==> config.mk <==
export PLATFORM = sky130hd
export DESIGN_NAME = alu_sched
export DESIGN_NICKNAME = d
export VERILOG_FILES = /design/src/rtl/alu_sched.sv
export SDC_FILE = /design/constraint.sdc
export NUM_CORES = 1
export LEC_CHECK = 0
export BUFFER_PORTS_ARGS = -buffer_cell sky130_fd_sc_hd__buf_2
export CORE_AREA = 2 2 108 110
export DETAILED_ROUTE_END_ITERATION = 7
export DIE_AREA = 0 0 110 112
export PLACE_DENSITY = 0.79
export SLEW_MARGIN = 20
export SYNTH_ARGS = -nofsm -noshare
export SYNTH_HDL_FRONTEND = slang
export SYNTH_SLANG_ARGS = --single-unit
==> constraint.sdc <==
create_clock -name clk -period 3 [get_ports clk]
set_clock_uncertainty 0.2 [all_clocks]
set_input_delay 0.6 -clock clk [delete_from_list [all_inputs] [get_ports clk]]
set_output_delay 0.6 -clock clk [all_outputs]
set_load 0.005 [all_outputs]
==> src/rtl/alu_sched.sv <==
// Round-robin scheduler sharing one two-stage pipelined ALU between two requesters.
// Operands issue one edge ahead of opcode/carry; a tag pipeline routes each result back.
module alu_sched #(
  parameter int WIDTH = 32
) (
  input  logic             clk,
  input  logic             rst_n,
  input  logic             hold,
  input  logic             req0_valid,
  output logic             req0_ready,
  input  logic [WIDTH-1:0] req0_a,
  input  logic [WIDTH-1:0] req0_b,
  input  logic [2:0]       req0_op,
  input  logic             req0_cin,
  input  logic             req1_valid,
  output logic             req1_ready,
  input  logic [WIDTH-1:0] req1_a,
  input  logic [WIDTH-1:0] req1_b,
  input  logic [2:0]       req1_op,
  input  logic             req1_cin,
  output logic             rsp0_valid,
  output logic             rsp1_valid,
  output logic [WIDTH-1:0] rsp_d,
  output logic             rsp_err,
  output logic             busy,
  output logic [WIDTH-1:0] alu_abus,
  output logic [WIDTH-1:0] alu_bbus,
  output logic [2:0]       alu_S,
  output logic             alu_Cin,
  input  logic [WIDTH-1:0] alu_dbus
);

  localparam logic [2:0] OP_ILLEGAL = 3'b111;

  // Illegal ops still occupy a slot but drive a harmless select into the ALU.
  function automatic logic [2:0] alu_sel(input logic [2:0] op, input logic ill);
    return ill ? 3'b000 : op;
  endfunction

  logic       last_gnt;
  logic       gnt0, gnt1;
  logic       xfer, xid;
  logic [2:0] sel_op;
  logic       sel_cin;

  logic       vld_p0, id_p0, ill_p0;
  logic [2:0] op_p0;
  logic       cin_p0;
  logic       vld_p1, id_p1, ill_p1;
  logic       vld_p2, id_p2, ill_p2;

  always_comb begin
    gnt0 = 1'b0;
    gnt1 = 1'b0;
    if (!hold) begin
      if (req0_valid && (!req1_valid || last_gnt)) gnt0 = 1'b1;
      else if (req1_valid)                         gnt1 = 1'b1;
    end
  end

  assign req0_ready = gnt0;
  assign req1_ready = gnt1;
  assign xfer       = (req0_valid && gnt0) || (req1_valid && gnt1);
  assign xid        = gnt1;
  assign sel_op     = xid ? req1_op  : req0_op;
  assign sel_cin    = xid ? req1_cin : req0_cin;

  // Stage p0: accept edge, operands to the ALU, tag enters the pipeline
  always_ff @(posedge clk or negedge rst_n) begin
    if (!rst_n) begin
      last_gnt <= 1'b1;
      alu_abus <= '0;
      alu_bbus <= '0;
      vld_p0   <= 1'b0;
      id_p0    <= 1'b0;
      ill_p0   <= 1'b0;
    end else begin
      vld_p0 <= xfer;
      if (xfer) begin
        last_gnt <= xid;
        alu_abus <= xid ? req1_a : req0_a;
        alu_bbus <= xid ? req1_b : req0_b;
        id_p0    <= xid;
        ill_p0   <= (sel_op == OP_ILLEGAL);
      end
    end
  end

  always_ff @(posedge clk) begin
    if (xfer) begin
      op_p0  <= sel_op;
      cin_p0 <= sel_cin;
    end
  end

  // Stage p1: opcode/carry follow their operands by one edge
  always_ff @(posedge clk or negedge rst_n) begin
    if (!rst_n) begin
      alu_S   <= 3'b000;
      alu_Cin <= 1'b0;
      vld_p1  <= 1'b0;
      id_p1   <= 1'b0;
      ill_p1  <= 1'b0;
    end else begin
      vld_p1 <= vld_p0;
      id_p1  <= id_p0;
      ill_p1 <= ill_p0;
      if (vld_p0) begin
        alu_S   <= alu_sel(op_p0, ill_p0);
        alu_Cin <= cin_p0;
      end
    end
  end

  // Stage p2: ALU computing; tag waits for dbus
  always_ff @(posedge clk or negedge rst_n) begin
    if (!rst_n) begin
      vld_p2 <= 1'b0;
      id_p2  <= 1'b0;
      ill_p2 <= 1'b0;
    end else begin
      vld_p2 <= vld_p1;
      id_p2  <= id_p1;
      ill_p2 <= ill_p1;
    end
  end

  // Response stage: capture dbus and pulse the owning requester
  always_ff @(posedge clk or negedge rst_n) begin
    if (!rst_n) begin
      rsp_d      <= '0;
      rsp0_valid <= 1'b0;
      rsp1_valid <= 1'b0;
      rsp_err    <= 1'b0;
    end else begin
      rsp0_valid <= vld_p2 && !id_p2;
      rsp1_valid <= vld_p2 && id_p2;
      rsp_err    <= vld_p2 && ill_p2;
      if (vld_p2) rsp_d <= ill_p2 ? '0 : alu_dbus;
    end
  end

  assign busy = vld_p0 || vld_p1 || vld_p2;

endmodule
==> results of run 1 <==
-- report_power, final --
group          leakage [nW]  switching [W]  internal (W)
logic                  2.32       0.000362      0.000438
registers              1.44       0.000131       0.00181
clock network         0.325       0.000715       0.00157
total                  4.08        0.00121       0.00381
-- logic make-up after synthesis --
logic type,synth area share
AO/OA/AOI/OAI,0.258
flip-flops,0.599
buffers and inverters,0.0648
AND/OR/NAND/NOR,0.0653
multiplexers,0.0137
-- flip-flops by register name, indices dropped and copies added, names as in the netlist, 3 cells and up --
| register | cells |
|---|---|
| alu_S | 3 |
| rsp_d | 32 |
| alu_abus | 32 |
| op_p0 | 3 |
| alu_bbus | 32 |
-- synthesized netlist by cell type (all sizes together) --
cell	instances	area, µm²
dfrtp	112	2800
a21o	66	495
a22o	64	561
inv	37	139
o21ai	36	180
nand3b	33	248
buf	16	124
clkbuf	15	56.3
mux2	6	67.6
nand2	6	22.5
edfxtp	4	120
and2	2	12.5
nor2b	2	12.5
a211oi	1	20.0
a21oi	1	5.00
and4b	1	10.0
dfstp	1	26.3
nand2b	1	6.26
nor2	1	3.75
o21bai	1	7.51
or3	1	6.26
-- critical path, cell delays in order, from the launching register on --
cell and delay [ns]:
dfstp_2 0.39, a211oi_4 0.43, buf_2 0.20
-- routing by layer --
metal  up-vias  GRT usage
li1       2004          -
met1      2102      0.250
met2       195      0.407
met3        16     0.0697
met4         0     0.0895
met5         -          0
-- worst min path at each step --
stage / startpoint / endpoint / slack, ns / depth (start not counted)
floorplan: rst_n / alu_Cin$_DFFE_PN0P_ / 0.10 / 0
detailed placement: id_p1$_DFF_PN0_ / id_p2$_DFF_PN0_ / 0.14 / 0
global route: id_p1$_DFF_PN0_ / id_p2$_DFF_PN0_ / 0.17 / 0
finish: id_p1$_DFF_PN0_ / id_p2$_DFF_PN0_ / 0.15 / 0
CTS: id_p1$_DFF_PN0_ / id_p2$_DFF_PN0_ / 0.16 / 0
global placement: ill_p1$_DFF_PN0_ / ill_p2$_DFF_PN0_ / 0.13 / 0
-- through the flow --
stage / util / worst slack [ns] / area, µm²
detailed placement: 0.574 / 0.779 / 6410
CTS: 0.636 / 0.752 / 7100
floorplan: - / 0.919 / 4930
global route: 0.636 / 0.717 / 7100
finish: 0.636 / 0.777 / 7100
global placement: 0.574 / 0.833 / 6410
-- placed cells by master (no fill, tap or decap), drive strengths merged, types with 4 or more instances in the layout --
cell type / netlist / layout
clkinv: 0 / 4
buf: 16 / 285
a21o: 66 / 66
clkbuf: 15 / 21
mux2: 6 / 6
nand3b: 33 / 33
dfrtp: 112 / 112
nand2: 6 / 6
inv: 37 / 37
edfxtp: 4 / 4
bufinv: 0 / 5
a22o: 64 / 64
o21ai: 36 / 36
-- final cells by class --
type | count | area share
flip-flops and latches | 117 | 0.415
multi-input cells | 222 | 0.236
repair buffers | 286 | 0.209
clock buffers | 21 | 0.0677
clock inverters | 11 | 0.0277
well taps | 143 | 0.0252
inverters | 37 | 0.0196
-- repair_timing --
action                                 in CTS  in global routing
endpoints found under the hold margin      35                  0
hold buffers                                1                  0
setup endpoints to repair                   0                  0
gates resized for setup                     0                  0
==> results.md, run 1 <==
| Result | Value |
|:---|:---|
| Wire length on met2 | 7.17 mm |
| Fraction of final layout cells sized beyond drive strength 1 | 0.471 |
| Number of antenna violations at the first check in global routing | 0 |
| Worst hold slack | 0.155 ns |
| Power density over cell area | 707 nW/µm² |
| PortBufs | 278 |
| Result of the run | finished, final reports clean |
| Required @ worst endpoint | 2.20 ns |
| Final Hold Violating Endpoints | 0 |
| Clock tree from TritonCTS | done |
| Element type at the critical path start | register |
| Max-slew violations | 0 |
| Headroom to the max-slew limit | 0.499 |
| Count of H-tree levels built during CTS | 4 |
| Worst setup path endpoint | req1_ready |
| Instance count of the mapped netlist | 407 |
| Routed vias/inst | 5.16 |
| Capturing element type of the critical path | output port |
| Total number of clock tree sinks | 117 |
| Register bit total from synthesis | 117 |
| Setup TNS | 0 ns |
| Area of the core | 11,200 µm² |
| Die Ht | 112 µm |
| Antenna Nets Post-Route | 0 |
| Count of buffers added by post-CTS timing repair for setup | 0 |
| Total leakage power | 4.08 nW |
| Worst-path fanout max | 8 |
| Highest routed metal layer | met4 |
| Crit path time final | 2.22 ns |
| Number of vias after detailed routing | 4,317 |
| Synthesis-to-layout area growth | 44.2% |
| Post-Synthesis Net Count | 580 |
| Tcrit/Tclk final | 0.741 |
| Worst setup path category | register to output port |
| Final net count | 854 |
| Seq. cell area | 2950 µm² |
| Number of warnings issued by yosys | 0 |
| Detailed-route wire length | 13.8 mm |
| Average wire per cell in the routed design | 16.5 µm |
| Clock buffers created by TritonCTS | 17 |
| Maximum frequency from static timing analysis | 0.450 GHz |
| Pin count of the biggest net entering global routing | 67 |
| Endpoints failing setup | 0 |
| Launch point of the worst path | last_gnt$_DFFE_PN1P_ |
| Hold WC Path Type | register to register |
| Cell Rows | 39 |
| Crit path DAT | 1.42 ns |
| Synthesized area divided by synthesized cell count | 12.1 µm² |
| Pre-Repair DR Iteration Count | 5 |
| Total gr overflow | 0 |
| GRT Total Usage | 0.229 |
| Wire length of the first global-routing pass | 21.7 mm |
| Total length of routed met3 wires | 1.16 mm |
| RSZ-0062 raised after global routing | false |
| Fill cell total of the finished layout | 890 |
| Slew at the pin closest to its max-slew limit | 0.752 ns |
| Syn Std Cell Area | 4930 µm² |
| Post-synthesis cell type count | 23 |
| Max-Cap Viols | 0 |
| Clock insertion delay at the later pin of the skew report | 0.40 ns |
| HPWL after detailed placement | 9.75 mm |
| Via count of the first global-routing pass | 4,537 |
| Initial drt markers | 229 |
| R2R Path End | alu_abus[30]$_DFFE_PN0P_ |
| Post-Route M1 WL | 5.27 mm |
| Worst vdd rail ir drop | 0.333 mV |
| Worst R2R Path Depth | 5 |
| Total I/O pin count | 279 |
| Die ar. | 12,300 µm² |
| Total power consumption of the routed design | 0.00502 W |
| Initial cell density of the core | 0.441 |
| Clk slew on worst S/H paths | 0.05 ns |
| CTS root buf | clkbuf_16 |
| Post-route DRC violation count | 0 |
| Placer Congestion | 0.792 |
| Fraction of the yosys area taken by sequential cells | 0.599 |
| Diodes inserted | 0 |
| Maximum number of buffers from clock root to sink | 2 |
| Chip Width | 110 µm |
| Flop2flop setup slack | 1.07 ns |
| Area of combinational cells with multiple inputs | 1680 µm² |
| Startpoint of the lowest-slack register-to-register path | last_gnt$_DFFE_PN1P_ |
| Filler-free cell count of the finished design | 837 |
| Dpl cells | 804 |
No activity file was read; power rests on OpenSTA's default activity.
==> run 2, diff against run 1 <==
ABC_AREA = 1   (was unset)
CORE_AREA = unset   (was 2 2 108 110)
CORE_MARGIN = 2   (was unset)
CORE_UTILIZATION = 44   (was unset)
DIE_AREA = unset   (was 0 0 110 112)
clock period = 2.1 ns   (was 3 ns; I/O delays follow)
==> results.md, run 2 <==
| Result | Value | Delta |
|:---|:---|:---|
| Number of vias after detailed routing | 5,855 | +36% |
| Fraction of final layout cells sized beyond drive strength 1 | 0.331 | -0.140 |
| Antenna Nets Post-Route | 0 | unchanged |
| Hold WC Path Type | input pin to register |  |
| Ordered list of cells on the worst path | inv_1, nand2_2, nand2_2, nand2_4, inv_2, buf_2 |  |
| Capturing element type of the critical path | output port |  |
| Top Family by Delay on Critical Path | flip-flops |  |
| Total gr overflow | 0 | unchanged |
| Setup TNS | 0 ns | unchanged |
| Cell area reported after detailed placement | 6390 µm² | -0.33% |
| CP dominant cell by count | nand2_2 |  |
| Top cells by instance count after synthesis | 216 x nand2_1, 112 x dfrtp_1, 94 x nand3_1 |  |
| Die Ht | 109 µm | -2.4% |
| Crit path DAT | 1.45 ns | +0.03 ns |
| Power density over cell area | 863 nW/µm² | +22% |
| Clock buffers created by TritonCTS | 17 | unchanged |
| Headroom to the max-slew limit | 0.669 | +0.170 |
| Number of antenna violations at the first check in global routing | 1 | +1 |
| Most instantiated library cell after synthesis | nand2_1 |  |
| Pre-Repair DR Iteration Count | 5 | unchanged |
| Post-route DRC violation count | 0 | unchanged |
| HPWL after detailed placement | 9.91 mm | +1.7% |
| Critical path's slowest cell | dfstp_2 |  |
| Syn Std Cell Area | 4880 µm² | -0.94% |
| Post-Synthesis Net Count | 731 | +26% |
| Routed vias/inst | 5.08 | -1.5% |
| Via count of the first global-routing pass | 5,924 | +31% |
| Post-synthesis cell type count | 20 | -13% |
| Post-synth top flop | dfrtp_1 |  |
| Highest-count cells in the layout ignoring fill and taps | 277 x buf_2, 215 x nand2_1, 159 x dlygate4sd3_1 |  |
| Cell Rows | 38 | -2.6% |
| Initial cell density of the core | 0.450 | +0.00931 |
| Maximum number of buffers from clock root to sink | 2 | unchanged |
| Register bit total from synthesis | 117 | unchanged |
| Cell type with the largest total area after synthesis | dfrtp_1 |  |
| Number of warnings issued by yosys | 0 | unchanged |
| Element type at the critical path start | register |  |
| Number of enable flip-flop cells after synthesis | 4 | unchanged |
| Count of H-tree levels built during CTS | 4 | unchanged |
| GRT Total Usage | 0.312 | +0.0831 |
| Final non-filler cell area | 8620 µm² | +21% |
| Total number of clock tree sinks | 117 | unchanged |
| Worst-path fanout max | 5 | -3 |
| Clk slew on worst S/H paths | 0.05 ns | about the same |
| Filler-free cell count of the finished design | 1,153 | +38% |
| Largest registers | alu_abus: 32 flops, alu_bbus: 32 flops, rsp_d: 32 flops |  |
| Tcrit/Tclk final | 0.986 |  |
| Required @ worst endpoint | 1.48 ns | -0.72 ns |
| Result of the run | finished, final reports clean |  |
| Final Hold Violating Endpoints | 0 | unchanged |
| Slew at the pin closest to its max-slew limit | 0.496 ns | -0.256 ns |
| Detailed-route wire length | 19.0 mm | +37% |
| Initial drt markers | 448 | +96% |
| Crit path time final | 2.07 ns |  |
| Wire length of the first global-routing pass | 28.3 mm | +31% |
| PortBufs | 278 | unchanged |
| Delay of the slowest cell on the worst path | 0.52 ns | +0.09 ns |
| Dpl cells | 956 | +19% |
| Endpoints failing setup | 0 | unchanged |
| Die ar. | 11,900 µm² | -3.0% |
| CTS root buf | clkbuf_8 |  |
| Worst vdd rail ir drop | 0.480 mV | +44% |
| Share of synthesized flip-flops with an asynchronous set or reset | 0.966 | unchanged |
| Worst setup path category | register to output port |  |
| Leading post-synthesis cells by cell area | dfrtp_1 57%, nand2_1 17%, nand3_1 9.6%, o21ai_0 3.7%, inv_1 3.6% |  |
| Total I/O pin count | 279 | unchanged |
| RSZ-0062 raised after global routing | true |  |
| Max-Cap Viols | 0 | unchanged |
| Fraction of the yosys area taken by sequential cells | 0.604 | +0.00568 |
| Number of buffers and inverters on the critical path | 3 | +2 |
| Final net count | 1,171 | +37% |
| Average wire per cell in the routed design | 16.5 µm | -0.25% |
| Area of the core | 10,800 µm² | -3.0% |
| Instance count of the mapped netlist | 558 | +37% |
| Total leakage power | 4.64 nW | +14% |
| Pin count of the biggest net entering global routing | 57 | -15% |
| Area share of the leading cell type in the synthesized netlist | 0.574 | +0.00540 |
| Share of the core filled with cells | 0.795 | +0.159 |
| Synthesized area divided by synthesized cell count | 8.74 µm² | -28% |
| Max-slew violations | 0 | unchanged |
| Placer Congestion | 0.805 | +1.6% |
| Leading cell type in the layout, fill and taps excluded | buf_2 |  |
| Clock insertion delay at the later pin of the skew report | 0.49 ns | +0.09 ns |
| Maximum frequency from static timing analysis | 0.483 GHz |  |
| Chip Width | 109 µm | -0.63% |
| Clock tree from TritonCTS | done |  |
| Synthesis-to-layout area growth | 76.6% |  |
run 2: cell count changes in the layout (fill, tap and decap cells not counted), sizes merged, moves of 2 or more:
cell | before | now
nand2 | 6 | 219
dlygate4sd3 | 1 | 159
nand3 | 0 | 94
a21o | 66 | 0
a22o | 64 | 0
nand3b | 33 | 3
inv | 37 | 52
buf | 285 | 293
mux2 | 6 | 1
nor2 | 1 | 5
bufinv | 5 | 2
and2 | 2 | 0
diode | 0 | 2
nor2b | 2 | 0
run 2: cell type report:
class | instances | area (µm²)
clock buffer | 22 | 474
inverter | 51 | 191
clock inverter | 10 | 120
multi-input combinational | 359 | 1550
tap | 140 | 175
sequential | 117 | 2950
timing repair buffer | 452 | 3150
fill | 628 | 2220
antenna | 2 | 5.00
run 2: kinds of logic (layout without fill, tap and decap cells):
group,count (synthesis),count (layout),share of synthesized area
simple gates,322,322,0.279
flops,117,117,0.604
buf+inv,82,535,0.0777
compound gates,36,36,0.0369
mux,1,1,0.00231
other cells,0,2,0
run 2: timing repair:
action	in CTS	in global routing
endpoints found under the hold margin	206	0
endpoints found under the setup margin	2	2
setup buffers	3	1
pin swaps	1	2
gates resized for setup	1	0
hold buffers	159	0
run 2: worst paths after layout:
check	cells past startpoint	end	start	slack [ns]
min in group asynchronous	2	rsp_d[28]$_DFFE_PN0P_	rst_n	0.13
setup reg to reg	10	alu_bbus[26]$_DFFE_PN0P_	last_gnt$_DFFE_PN1P_	0.17
setup / recovery	6	req1_ready	last_gnt$_DFFE_PN1P_	0.03
hold reg to reg	0	id_p2$_DFF_PN0_	id_p1$_DFF_PN0_	0.15
max in group asynchronous	3	last_gnt$_DFFE_PN1P_	rst_n	1.00
hold / removal	3	rsp_d[6]$_DFFE_PN0P_	alu_dbus[6]	0.02
run 2: stage by stage:
stage	worst slack, ns	total power, W	hold slack (ns)
finish	0.0296	0.00743	0.0231
global route	-0.0293	0.00779	0.00305
CTS	0.0119	0.00737	0.00118
detailed placement	0.306	0.00427	0.0725
global placement	0.358	0.00422	0.0736
floorplan	0.372	0.00350	-0.0756
run 2: power by group:
group | total (W) | switching, W | internal, W
Clock | 0.00286 | 0.00103 | 0.00183
Combinational | 0.00162 | 0.000808 | 0.000813
Sequential | 0.00295 | 0.000250 | 0.00270
Total | 0.00743 | 0.00209 | 0.00534
run 2: tightest hold or removal path: stages:
cell and delay, ns:
buf_2 0.10, inv_1 0.06, o21ai_0 0.08
run 2: routing by layer:
| metal | share of wire | vias to the layer above | global-route usage |
|---|---|---|---|
| met5 | 0 | - | 0 |
| met4 | 0.047 | 0 | 0.183 |
| met3 | 0.095 | 80 | 0.0966 |
| met2 | 0.52 | 414 | 0.550 |
| met1 | 0.34 | 2725 | 0.327 |
| li1 | - | 2636 | - |
==> run 3, diff against run 2 <==
CORE_UTILIZATION = 40   (was 44)
PLACE_DENSITY = 0.73   (was 0.79)
==> results.md, run 3 (synthesis results as in run 2) <==
| Result | Value | Delta |
|:---|:---|:---|
| Total gr overflow | 0 | unchanged |
| Chip Width | 114 µm | +4.7% |
| Total leakage power | 3.99 nW | -14% |
| Hold WC Path Type | input pin to register |  |
| Crit path DAT | 1.39 ns | -0.06 ns |
| Most Used Layer, Global Route | met2 |  |
| Global routing usage on met1 | 0.264 | -0.0640 |
| Setup TNS | 0 ns | unchanged |
| GRT Total Usage | 0.210 | -0.102 |
| Number of vias after detailed routing | 4,668 | -20% |
| Clock buffers created by TritonCTS | 17 | unchanged |
| Max-Cap Viols | 0 | unchanged |
| Synthesis-to-layout area growth | 45.3% |  |
| Crit path time final | 2.01 ns | -0.0565 ns |
| Ordered list of cells on the worst path | inv_1, nand2_2, nand2_4, nand2_4, inv_4, buf_2 |  |
| Endpoints failing setup | 0 | unchanged |
| Capturing element type of the critical path | output port |  |
| Final Hold Violating Endpoints | 0 | unchanged |
| Dpl cells | 961 | +0.52% |
| Maximum frequency from static timing analysis | 0.497 GHz | +2.8% |
| Die Ht | 114 µm | +4.7% |
| Post-route DRC violation count | 0 | unchanged |
| Filler-free cell count of the finished design | 999 | -13% |
| Detailed-route wire length | 14.0 mm | -26% |
| Worst vdd rail ir drop | 0.475 mV | -0.99% |
| Worst R2R Path Depth | 11 | +1 |
| RSZ-0062 raised after global routing | false |  |
| Delay of the slowest cell on the worst path | 0.51 ns | about the same |
| Max-slew violations | 0 | unchanged |
| R2R Path End | ill_p0$_DFFE_PN0P_ |  |
| Worst hold slack | 0.0305 ns | +0.00742 ns |
| Cell Rows | 40 | +5.3% |
| Fraction of final layout cells sized beyond drive strength 1 | 0.392 | +0.0604 |
| Leading cell type in the layout, fill and taps excluded | buf_2 |  |
| Number of antenna violations at the first check in global routing | 2 | +1 |
| Required @ worst endpoint | 1.48 ns | about the same |
| Clock tree from TritonCTS | done |  |
| Worst setup slack before clock tree synthesis | 0.298 ns | -0.00830 ns |
| Headroom to the max-slew limit | 0.678 | +0.00900 |
| Post-layout worst setup margin | 0.0861 ns | +0.0565 ns |
| Worst-path fanout max | 8 | +3 |
| Count of H-tree levels built during CTS | 4 | unchanged |
| PortBufs | 278 | unchanged |
| Pin count of the biggest net entering global routing | 61 | +7.0% |
| Highest-count cells in the layout ignoring fill and taps | 277 x buf_2, 215 x nand2_1, 112 x dfrtp_1 |  |
| Largest registers | alu_abus: 32 flops, alu_bbus: 32 flops, rsp_d: 32 flops |  |
| Sink of the worst hold path | alu_abus[19]$_DFFE_PN0P_ |  |
| Clock insertion delay at the later pin of the skew report | 0.40 ns | -0.09 ns |
| Initial cell density of the core | 0.408 | -0.0422 |
| Tcrit/Tclk final | 0.959 | -0.0269 |
| Slew at the pin closest to its max-slew limit | 0.483 ns | -0.0135 ns |
| Element type at the critical path start | register |  |
| Initial drt markers | 259 | -42% |
| Total number of clock tree sinks | 117 | unchanged |
| Via count of the first global-routing pass | 4,471 | -25% |
| Pre-Repair DR Iteration Count | 4 | -1 |
| Worst setup path category | register to output port |  |
| Critical path's slowest cell | dfstp_2 |  |
| Top Family by Delay on Critical Path | flip-flops |  |
| Final net count | 1,011 | -14% |
| Placer Congestion | 0.801 | -0.46% |
| CP dominant cell by count | nand2_4 |  |
| HPWL after detailed placement | 10.1 mm | +2.2% |
| Startpoint of the lowest-slack register-to-register path | last_gnt$_DFFE_PN1P_ |  |
| Flop2flop setup slack | 0.21 ns | +0.04 ns |
| Share of the core filled with cells | 0.593 | -0.202 |
| Hold Path Depth | 3 | unchanged |
| Routed vias/inst | 4.67 | -8.0% |
| Power density over cell area | 1030 nW/µm² | +19% |
| Wire length of the first global-routing pass | 21.4 mm | -24% |
| Die ar. | 13,100 µm² | +9.6% |
| Average wire per cell in the routed design | 14.1 µm | -15% |
| Antenna Nets Post-Route | 0 | unchanged |
| Met2 global-route usage | 0.342 | -0.208 |
| Total I/O pin count | 279 | unchanged |
| CTS root buf | clkbuf_16 |  |
| Maximum number of buffers from clock root to sink | 2 | unchanged |
| Fraction of met3 tracks used by global routing | 0.0619 | -0.0347 |
| Area of the core | 12,000 µm² | +10% |
| Clk slew on worst S/H paths | 0.06 ns | about the same |
| Number of buffers and inverters on the critical path | 3 | unchanged |
| Result of the run | finished, final reports clean |  |
| Hold Crit Start | req0_a[19] |  |
## run 3: cell count changes in the layout (fill, tap and decap cells not counted), sizes merged
cell	before	now
clkbuf	22	19
dlygate4sd3	159	1
clkinv	5	4
bufinv	2	4
buf	293	291
clkinvlp	2	3
## run 3: worst max-delay path by stage
stage,startpoint,to,slack [ns],depth (start not counted)
2_1_floorplan,last_gnt$_DFFE_PN1P_,req0_ready,0.37,6
3_3_place_gp,req1_valid,ill_p0$_DFFE_PN0P_,0.37,10
3_5_place_dp,last_gnt$_DFFE_PN1P_,ill_p0$_DFFE_PN0P_,0.30,10
4_1_cts,last_gnt$_DFFE_PN1P_,req1_ready,0.03,6
5_1_grt,last_gnt$_DFFE_PN1P_,req1_ready,0.01,6
6_report,last_gnt$_DFFE_PN1P_,req1_ready,0.09,6
## run 3: layout make-up
cell class	count	area, µm²
timing repair buffer	292	1580
tap	147	184
fill	1084	4870
inverter	51	194
multi-input combinational	359	1560
clock buffer	19	443
clock inverter	12	179
sequential	117	2950
antenna	2	5.00
## run 3: layer usage
metal	share of wire	up-vias	wire [µm]
met5	0	-	0
met4	0.014	0	196
met3	0.082	15	1150
met2	0.48	205	6800
met1	0.42	2132	5900
li1	-	2316	-
## run 3: through the flow
stage	instance area, µm²	total power (W)
2_1_floorplan	4880	0.00350
3_3_place_gp	6410	0.00425
3_5_place_dp	6410	0.00428
4_1_cts	7050	0.00735
5_1_grt	7090	0.00767
6_report	7090	0.00727
## run 3: power breakdown
group,total [W],leakage (nW),internal [W],switching (W)
logic,0.00131,2.26,0.000624,0.000686
registers,0.00293,1.44,0.00270,0.000230
clock network,0.00303,0.295,0.00201,0.00102
total,0.00727,3.99,0.00534,0.00193
## run 3: worst min-delay path, cell delays in order
cell and delay, ns:
buf_2 0.07, nand2_1 0.04, nand3_1 0.06
## run 3: repair_timing
| action | in CTS | in global routing |
|---|---|---|
| setup endpoints to repair | 2 | 1 |
| pin swaps | 0 | 2 |
| hold endpoints to repair | 26 | 0 |
| buffers inserted | 1 | 3 |
| hold buffers | 1 | 0 |
| gates resized for setup | 1 | 2 |
